### src/rtl/raizing_cen_bank.sv
`default_nettype none
// +--------------------------------------------------------------------------+
// | raizing_cen_bank: bank of NCH fractional clock-enable generators with a   |
// | run-time rate table selected by mode, per-channel pause and global sync.  |
// | Revision: 1.0                                                             |
// +--------------------------------------------------------------------------+
module raizing_cen_bank #(
  parameter  int NCH     = 4,
  parameter  int W       = 16,
  parameter  int MODE_W  = 2,
  parameter  int DEF_NUM = 1,
  parameter  int DEF_DEN = 12,
  localparam int CH_W    = (NCH > 1) ? $clog2(NCH) : 1
) (
  input  logic              clk,
  input  logic              rst_n,
  input  logic [MODE_W-1:0] mode,
  input  logic              sync,
  input  logic [NCH-1:0]    pause,
  input  logic              cfg_we,
  input  logic [CH_W-1:0]   cfg_ch,
  input  logic [MODE_W-1:0] cfg_mode,
  input  logic [W-1:0]      cfg_num,
  input  logic [W-1:0]      cfg_den,
  output logic              cfg_err,
  output logic [NCH-1:0]    cen,
  output logic [NCH-1:0]    cenb
);

  localparam int            C_NMODE = 2**MODE_W;
  localparam logic [CH_W:0] C_NCH   = (CH_W+1)'(NCH);

  logic [MODE_W-1:0] r_mode_q;
  logic              r_cfg_err;
  logic              w_clr;
  logic              w_legal;
  logic              w_wr;

  assign w_clr   = sync | (mode != r_mode_q);
  assign w_legal = (cfg_den != '0) && ({cfg_num, 1'b0} <= {1'b0, cfg_den}) &&
                   ({1'b0, cfg_ch} < C_NCH);
  assign w_wr    = cfg_we & w_legal;

  always_ff @(posedge clk or negedge rst_n) begin
    if (!rst_n) begin
      r_mode_q  <= '0;
      r_cfg_err <= 1'b0;
    end else begin
      r_mode_q  <= mode;
      r_cfg_err <= cfg_we & ~w_legal;
    end
  end

  assign cfg_err = r_cfg_err;

  for (genvar c = 0; c < NCH; c++) begin : g_ch
    logic [W-1:0] r_num [C_NMODE];
    logic [W-1:0] r_den [C_NMODE];
    logic [W:0]   r_acc;
    logic         r_phase;
    logic         r_cen;
    logic         r_cenb;
    logic [W:0]   w_sum;
    logic [W:0]   w_den;
    logic [W:0]   w_nxt;
    logic         w_sel;
    logic         w_hit;
    logic         w_ovf;

    // Accumulator counts half-periods: each overflow toggles the phase.
    assign w_sel = w_wr && (cfg_ch == CH_W'(c));
    assign w_hit = w_sel && (cfg_mode == r_mode_q);
    assign w_den = {1'b0, r_den[r_mode_q]};
    assign w_sum = r_acc + {r_num[r_mode_q], 1'b0};
    assign w_ovf = (w_sum >= w_den);
    assign w_nxt = pause[c] ? r_acc : (w_ovf ? (w_sum - w_den) : w_sum);

    always_ff @(posedge clk or negedge rst_n) begin
      if (!rst_n) begin
        for (int m = 0; m < C_NMODE; m++) begin
          r_num[m] <= W'(DEF_NUM);
          r_den[m] <= W'(DEF_DEN);
        end
        r_acc   <= '0;
        r_phase <= 1'b0;
        r_cen   <= 1'b0;
        r_cenb  <= 1'b0;
      end else begin
        r_cen  <= 1'b0;
        r_cenb <= 1'b0;
        if (w_sel) begin
          r_num[cfg_mode] <= cfg_num;
          r_den[cfg_mode] <= cfg_den;
        end
        if (w_clr) begin
          r_acc   <= '0;
          r_phase <= 1'b0;
        end else begin
          if (!pause[c] && w_ovf) begin
            r_phase <= ~r_phase;
            r_cen   <= ~r_phase;
            r_cenb  <= r_phase;
          end
          // A shrinking denominator on the live entry must not strand acc above it.
          if (w_hit && (w_nxt >= {1'b0, cfg_den})) r_acc <= '0;
          else                                     r_acc <= w_nxt;
        end
      end
    end

    assign cen[c]  = r_cen;
    assign cenb[c] = r_cenb;
  end

endmodule
`default_nettype wire
### config.mk
export PLATFORM = sky130hd
export DESIGN_NAME = raizing_cen_bank
export DESIGN_NICKNAME = d
export VERILOG_FILES = /design/src/rtl/raizing_cen_bank.sv
export SDC_FILE = /design/constraint.sdc
export NUM_CORES = 1
export LEC_CHECK = 0
export ABC_AREA = 1
export BUFFER_PORTS_ARGS = -buffer_cell sky130_fd_sc_hd__buf_2
export CAP_MARGIN = 20
export CORE_MARGIN = 2
export CORE_UTILIZATION = 45
export CTS_BUF_LIST = sky130_fd_sc_hd__clkbuf_16
export CTS_CLUSTER_DIAMETER = 50
export CTS_CLUSTER_SIZE = 40
export DETAILED_ROUTE_END_ITERATION = 10
export PLACE_DENSITY = 0.63
export SLEW_MARGIN = 20
export SYNTH_ARGS = -nofsm -noshare
export SYNTH_HDL_FRONTEND = slang
export SYNTH_SLANG_ARGS = --single-unit
### constraint.sdc
create_clock -name clk -period 7.3 [get_ports clk]
set_input_delay 1.095 -clock clk [delete_from_list [all_inputs] [get_ports clk]]
set_output_delay 1.095 -clock clk [all_outputs]
set_load 0.01 [all_outputs]
==> results of run 1 <==
[stage by stage]
stage	area [um2]	total power, W	worst slack [ns]
after floorplan	36300	0.006670	1.607
after global placement	37180	0.007547	0.7705
after detailed placement	37200	0.007590	0.6282
after CTS	39910	0.01161	0.5852
after global routing	39960	0.01233	0.02893
final	39960	0.01157	0.7135
[report_power, final]
| part | internal [W] | switching, W | total, W |
|---|---|---|---|
| Clock | 0.00227 | 0.00173 | 0.00400 |
| Sequential | 0.00397 | 0.000270 | 0.00424 |
| Combinational | 0.00116 | 0.00218 | 0.00334 |
[per-layer routing]
metal | wire length [um] | vias to the layer above
met3 | 6813 | 194
met2 | 54280 | 942
li1 | - | 15853
met4 | 3492 | 2
met1 | 50360 | 15230
met5 | 7 | -
[Yosys cell counts (38+ instances only)]
| library cell | number |
|---|---|
| nand2_1 | 1293 |
| o21ai_0 | 651 |
| dfrtp_1 | 547 |
| nor2_1 | 441 |
| a21oi_1 | 413 |
| inv_1 | 378 |
| ha_1 | 203 |
| clkbuf_1 | 187 |
| nand3_1 | 154 |
| o22ai_1 | 67 |
| dfstp_2 | 48 |
| xor2_1 | 48 |
| buf_2 | 47 |
| nand4_1 | 38 |
[registers in the layout, summed over array words and instances, names as in the netlist]
register,cells
g_ch.r_den,256
g_ch.r_num,256
g_ch.r_acc,68
g_ch.r_cen,4
g_ch.r_cenb,4
g_ch.r_phase,4
r_mode_q,2
cfg_err,1
[layout make-up]
cell class / instances / area (um2)
Clock buffer: 80 / 2002
Clock inverter: 66 / 711.9
Timing Repair Buffer: 130 / 991.0
Tap cell: 1060 / 1326
Fill cell: 7871 / 40190
Multi-Input combinational cell: 3590 / 18460
Sequential cell: 595 / 14960
Inverter: 400 / 1509
Antenna cell: 1 / 2.502
[how the worst max path moves through the flow]
| stage | end | slack, ns | depth (start not counted) |
|---|---|---|---|
| 3_3_place_gp | g_ch[0].r_acc[15] | 0.77 | 41 |
| 4_1_cts | g_ch[2].r_acc[15] | 0.59 | 42 |
| 3_5_place_dp | g_ch[2].r_acc[15] | 0.63 | 42 |
| 6_report | g_ch[3].r_acc[1] | 0.71 | 35 |
| 5_1_grt | g_ch[2].r_acc[5] | 0.03 | 42 |
| 2_1_floorplan | g_ch[2].r_acc[8] | 1.61 | 52 |
[critical path, delay by kind of cell, from the launching register on]
family / cells / cell delay [ns]
and+or+nand+nor: 20 / 2.46
AOI/OAI and AO/OA: 9 / 1.68
adders and majority gates: 3 / 0.98
buffers and inverters: 3 / 0.89
DFF: 1 / 0.45
[cell families after synthesis]
kind of cell	count (synthesis)	share of synthesized area
adders and majority gates	211	0.07438
AOI/OAI and AO/OA	1238	0.1789
xor gates and xnor gates	82	0.01978
and+or+nand+nor	2059	0.2330
DFF	595	0.4118
buffers and inverters	698	0.08213
[repair_timing]
item | 4_1_cts | 5_1_grt
setup endpoints to repair | 0 | 26
gates resized for setup | 0 | 5
endpoints found under the hold margin | 0 | 0
==> flow_metrics.env, run 1 <==
export IMPL_status="finished, final reports clean"
export IMPL_cts_tree="done"
export IMPL_max_freq_ghz=0.1518
export IMPL_crit_slowest_cell="dfrtp_4"
export IMPL_cp_startpoint="r_mode_q[0]"
export IMPL_min_path_type="in -> async"
export IMPL_vias_per_cell=5.441
export IMPL_synth_top_area_share=0.3770
export IMPL_maxCapViolCount=0
export IMPL_chipHeight_um=288.0
export IMPL_cts_root_buf="clkbuf_16"
export IMPL_use_met2=0.4662
export IMPL_portBuffers=54
export IMPL_r2r_end="g_ch[3].r_acc[1]"
export IMPL_yosysTopAreaCell="dfrtp_1"
export IMPL_drv_slew=0
export IMPL_grt_pass1_vias=30681
export IMPL_syn_num_nets=5140
export IMPL_layout_commonest_cell="nand2_1"
export IMPL_clk_pin_slew_ns=0.08
export IMPL_place_hpwl_um=76300
export IMPL_layout_common_cells="1,284 x nand2_1, 651 x o21ai_0, 545 x dfrtp_1"
export IMPL_fin_crit_sh=0.9023
export IMPL_dieWidth_um=288.0
export IMPL_numCtsBuffers=79
export IMPL_rsz0062_at_grt="no"
export IMPL_worst_setup_path_type="reg -> reg"
export IMPL_drc=0
export IMPL_ys_seq_area_frac=0.4118
export IMPL_setup_viol=0
export IMPL_rows=104
export IMPL_drive_gt1_frac=0.09031
export IMPL_use_met1=0.3704
export IMPL_crit_required_ns=7.84
export IMPL_clkLatencyLatePin_ns=0.65
export IMPL_max_stage_delay_ns=0.45
export IMPL_met3_usage=0.04120
export IMPL_synth_main_ff_cell="dfrtp_1"
export IMPL_ys_warn_count=0
export IMPL_cp_end_kind="register"
export IMPL_grt_max_degree=166
export IMPL_post_cts_buffers=0
export IMPL_cts_hold_buf=0
export IMPL_ctsHtreeMaxLevel=3
export IMPL_critPathMostFrequentCell="nand2_1"
export IMPL_startpoint_type="register"
export IMPL_detailedRoute_firstIterationViolations=2760
export IMPL_grtUsageTotal=0.2782
export IMPL_reg2reg_from="r_mode_q[0]"
export IMPL_stdcell_count=5922
export IMPL_start_util=0.4529
export IMPL_fin_util=0.4986
export IMPL_grt_pass1_wl_um=179100
export IMPL_r2r_cells=35
export IMPL_synth_edf_count=0
export IMPL_placedCellCount=5774
export IMPL_ctsLongestPathBuffers=3
export IMPL_maxSlewHeadroom=0.3421
export IMPL_finalHoldViolCount=0
export IMPL_drt_pass1_iter_count=5
export IMPL_hold_worst_slack_ns=0.4392
export IMPL_ios=55
export IMPL_num_vias=32221
export IMPL_synth_distinct_cells=51
export IMPL_rrSetupSlack_ns=0.71
export IMPL_leakagePower_nw=20.29
export IMPL_ant_nets=0
export IMPL_power_density_nw_per_um2=289.6
export IMPL_synth_seq_cells=595
export IMPL_top_usage_layer="met2"
export IMPL_gp_congestion=0.9556
export IMPL_ys_async_sr_fraction=1.000
export IMPL_fin_tns_setup_ns=0
export IMPL_wl_per_cell_um=19.41
export IMPL_fin_crit_ns=6.586
export IMPL_cp_data_arrival_time_ns=7.13
export IMPL_syn_area_um2=36300
export IMPL_grt_overflow=0
export IMPL_ir_worst_vdd_mv=0.1404
export IMPL_cts_sinks=595
export IMPL_area_delta_synth_final_pct=10.08
export IMPL_antenna_found_initial=2
export IMPL_final_nets=5053
export IMPL_tightestPinTransition_ns=0.9869
export IMPL_syn_avg_cell_area_um2=7.435
export IMPL_clock_skew_final_ns=0.03145
export IMPL_synthCells=4883
export IMPL_synth_area_top_cells="dfrtp_1 38%, nand2_1 13%, o21ai_0 9.0%"
export IMPL_critPathMaxFanout=98
export IMPL_dieArea_um2=82960
export IMPL_routed_wl_um=115000
export IMPL_coreArea_um2=80160
Note: power is estimated with default switching activity, not from simulation.
==> run 2, diff against run 1 <==
CELL_PAD_IN_SITES_DETAIL_PLACEMENT = 0   (was unset)
CELL_PAD_IN_SITES_GLOBAL_PLACEMENT = 2   (was unset)
CORE_UTILIZATION = 38   (was 45)
PLACE_DENSITY = 0.84   (was 0.63)
==> flow_metrics.env, run 2 (same netlist as run 1, synthesis figures left out) <==
export IMPL_ios=55
export IMPL_final_nets=5058
export IMPL_fin_crit_sh=0.8989
export IMPL_startpoint_type="register"
export IMPL_cts_root_buf="clkbuf_16"
export IMPL_coreArea_um2=94870
export IMPL_r2r_end="g_ch[1].r_acc[15]"
export IMPL_clock_skew_final_ns=0.03120
export IMPL_tightestPinTransition_ns=1.169
export IMPL_finish_instance_area_um2=40510
export IMPL_layout_common_cells="1,284 x nand2_1, 651 x o21ai_0, 545 x dfrtp_1"
export IMPL_wl_per_cell_um=20.21
export IMPL_area_delta_synth_final_pct=11.58
export IMPL_vias_per_cell=5.175
export IMPL_crit_required_ns=7.82
export IMPL_max_freq_ghz=0.1524
export IMPL_leakagePower_nw=20.41
export IMPL_clk_pin_slew_ns=0.06
export IMPL_status="finished, final reports clean"
export IMPL_reg2reg_from="r_mode_q[1]"
export IMPL_max_stage_delay_ns=0.67
export IMPL_cp_startpoint="r_mode_q[1]"
export IMPL_ctsHtreeMaxLevel=3
export IMPL_drc=0
export IMPL_cts_tree="done"
export IMPL_cp_data_arrival_time_ns=7.08
export IMPL_drv_slew=0
export IMPL_gp_congestion=0.8967
export IMPL_rrSetupSlack_ns=0.74
export IMPL_start_util=0.3827
export IMPL_rows=113
export IMPL_crit_buf_inv=5
export IMPL_crit_end="g_ch[1].r_acc[15]"
export IMPL_portBuffers=54
export IMPL_grt_pass1_vias=30512
export IMPL_cp_num_cells=38
export IMPL_grtUsageTotal=0.2525
export IMPL_fin_tns_setup_ns=0
export IMPL_drive_gt1_frac=0.09330
export IMPL_num_vias=31798
export IMPL_numCtsBuffers=88
export IMPL_grt_overflow=0
export IMPL_crit_family="simple AND/OR/NAND/NOR gates"
export IMPL_min_path_type="in -> async"
export IMPL_maxCapViolCount=0
export IMPL_routed_wl_um=124200
export IMPL_critPathMostFrequentCell="nand2_1"
export IMPL_ant_nets=0
export IMPL_grt_max_degree=164
export IMPL_worst_setup_path_type="reg -> reg"
export IMPL_clkLatencyLatePin_ns=0.67
export IMPL_chipHeight_um=313.1
export IMPL_cts_sinks=595
export IMPL_finalHoldViolCount=0
export IMPL_maxSlewHeadroom=0.2185
export IMPL_dieArea_um2=98030
export IMPL_drt_pass1_iter_count=6
export IMPL_cp_end_kind="register"
export IMPL_place_hpwl_um=81240
export IMPL_layout_commonest_cell="nand2_1"
export IMPL_dieWidth_um=313.1
export IMPL_antenna_found_initial=8
export IMPL_ir_worst_vdd_mv=0.1822
export IMPL_reg_largest_list="g_ch.r_den: 256 flops, g_ch.r_num: 256 flops, g_ch.r_acc: 68 flops"
export IMPL_ctsLongestPathBuffers=3
export IMPL_r2r_cells=38
export IMPL_detailedRoute_firstIterationViolations=2440
export IMPL_dpl_cell_area_um2=37430
export IMPL_rsz0062_at_grt="no"
export IMPL_critPathMaxFanout=48
export IMPL_setup_viol=0
export IMPL_grt_pass1_wl_um=189900
export IMPL_fin_crit_ns=6.562
export IMPL_power_density_nw_per_um2=296.8
export IMPL_crit_slowest_cell="dfrtp_4"
==> run 2: worst min-delay path by stage <==
stage,from,to,slack (ns),depth (start not counted)
after global routing,g_ch[1].r_num[16],g_ch[1].r_num[16],0.49,2
final,rst_n,g_ch[1].r_den[44],0.46,1
after global placement,g_ch[2].r_num[16],g_ch[2].r_num[16],0.46,2
after CTS,g_ch[0].r_num[0],g_ch[0].r_num[0],0.47,2
after floorplan,g_ch[0].r_num[16],g_ch[0].r_num[16],0.45,2
after detailed placement,g_ch[0].r_num[0],g_ch[0].r_num[0],0.47,2
==> run 2: worst reg2reg max path, delay by kind of cell (launching register included) <==
kind | cells | cell delay, ns
adder cells (fa/ha/maj) | 3 | 0.96
flip-flops | 1 | 0.67
buffers and inverters | 5 | 0.80
XOR/XNOR | 1 | 0.18
AND/OR/NAND/NOR | 19 | 2.26
AO/OA/AOI/OAI | 10 | 1.57
==> run 2: stage by stage <==
step / power (W) / hold slack (ns) / std cells / util / setup WS [ns]
detailed placement: 0.007636 / 0.4656 / 5976 / 0.3946 / 0.7227
global route: 0.01281 / 0.4933 / 6144 / 0.4269 / 0.08048
global placement: 0.007605 / 0.4612 / 5975 / 0.3944 / 0.7861
CTS: 0.01212 / 0.4736 / 6142 / 0.4268 / 0.6955
finish: 0.01202 / 0.4564 / 6145 / 0.4270 / 0.7380
floorplan: 0.006670 / 0.4500 / 4883 / - / 1.607
==> run 2: metal layers <==
| metal | track usage | wire (um) |
|---|---|---|
| met1 | 0.3479 | 57470 |
| met5 | 0 | 0 |
| met2 | 0.4183 | 58590 |
| met4 | 0.06057 | 2218 |
| met3 | 0.03646 | 5895 |
==> run 2: area by class of cell <==
class	count	area, um2
antenna	3	7.507
timing repair buffer	126	937.1
tap	1265	1583
clock inverter	76	805.8
sequential	595	14960
fill	9798	54360
clock buffer	90	2252
inverter	400	1509
multi-input combinational	3590	18460
==> run 2: power by group <==
part           switching [W]  total, W  internal [W]
Sequential          0.000269   0.00424       0.00397
Clock                0.00182   0.00443       0.00261
Combinational        0.00219   0.00335       0.00116
==> run 2: repair_timing <==
action,CTS,global route
setup endpoints to repair,0,4
setup buffers,0,0
hold buffers,0,0
gates resized for setup,0,1
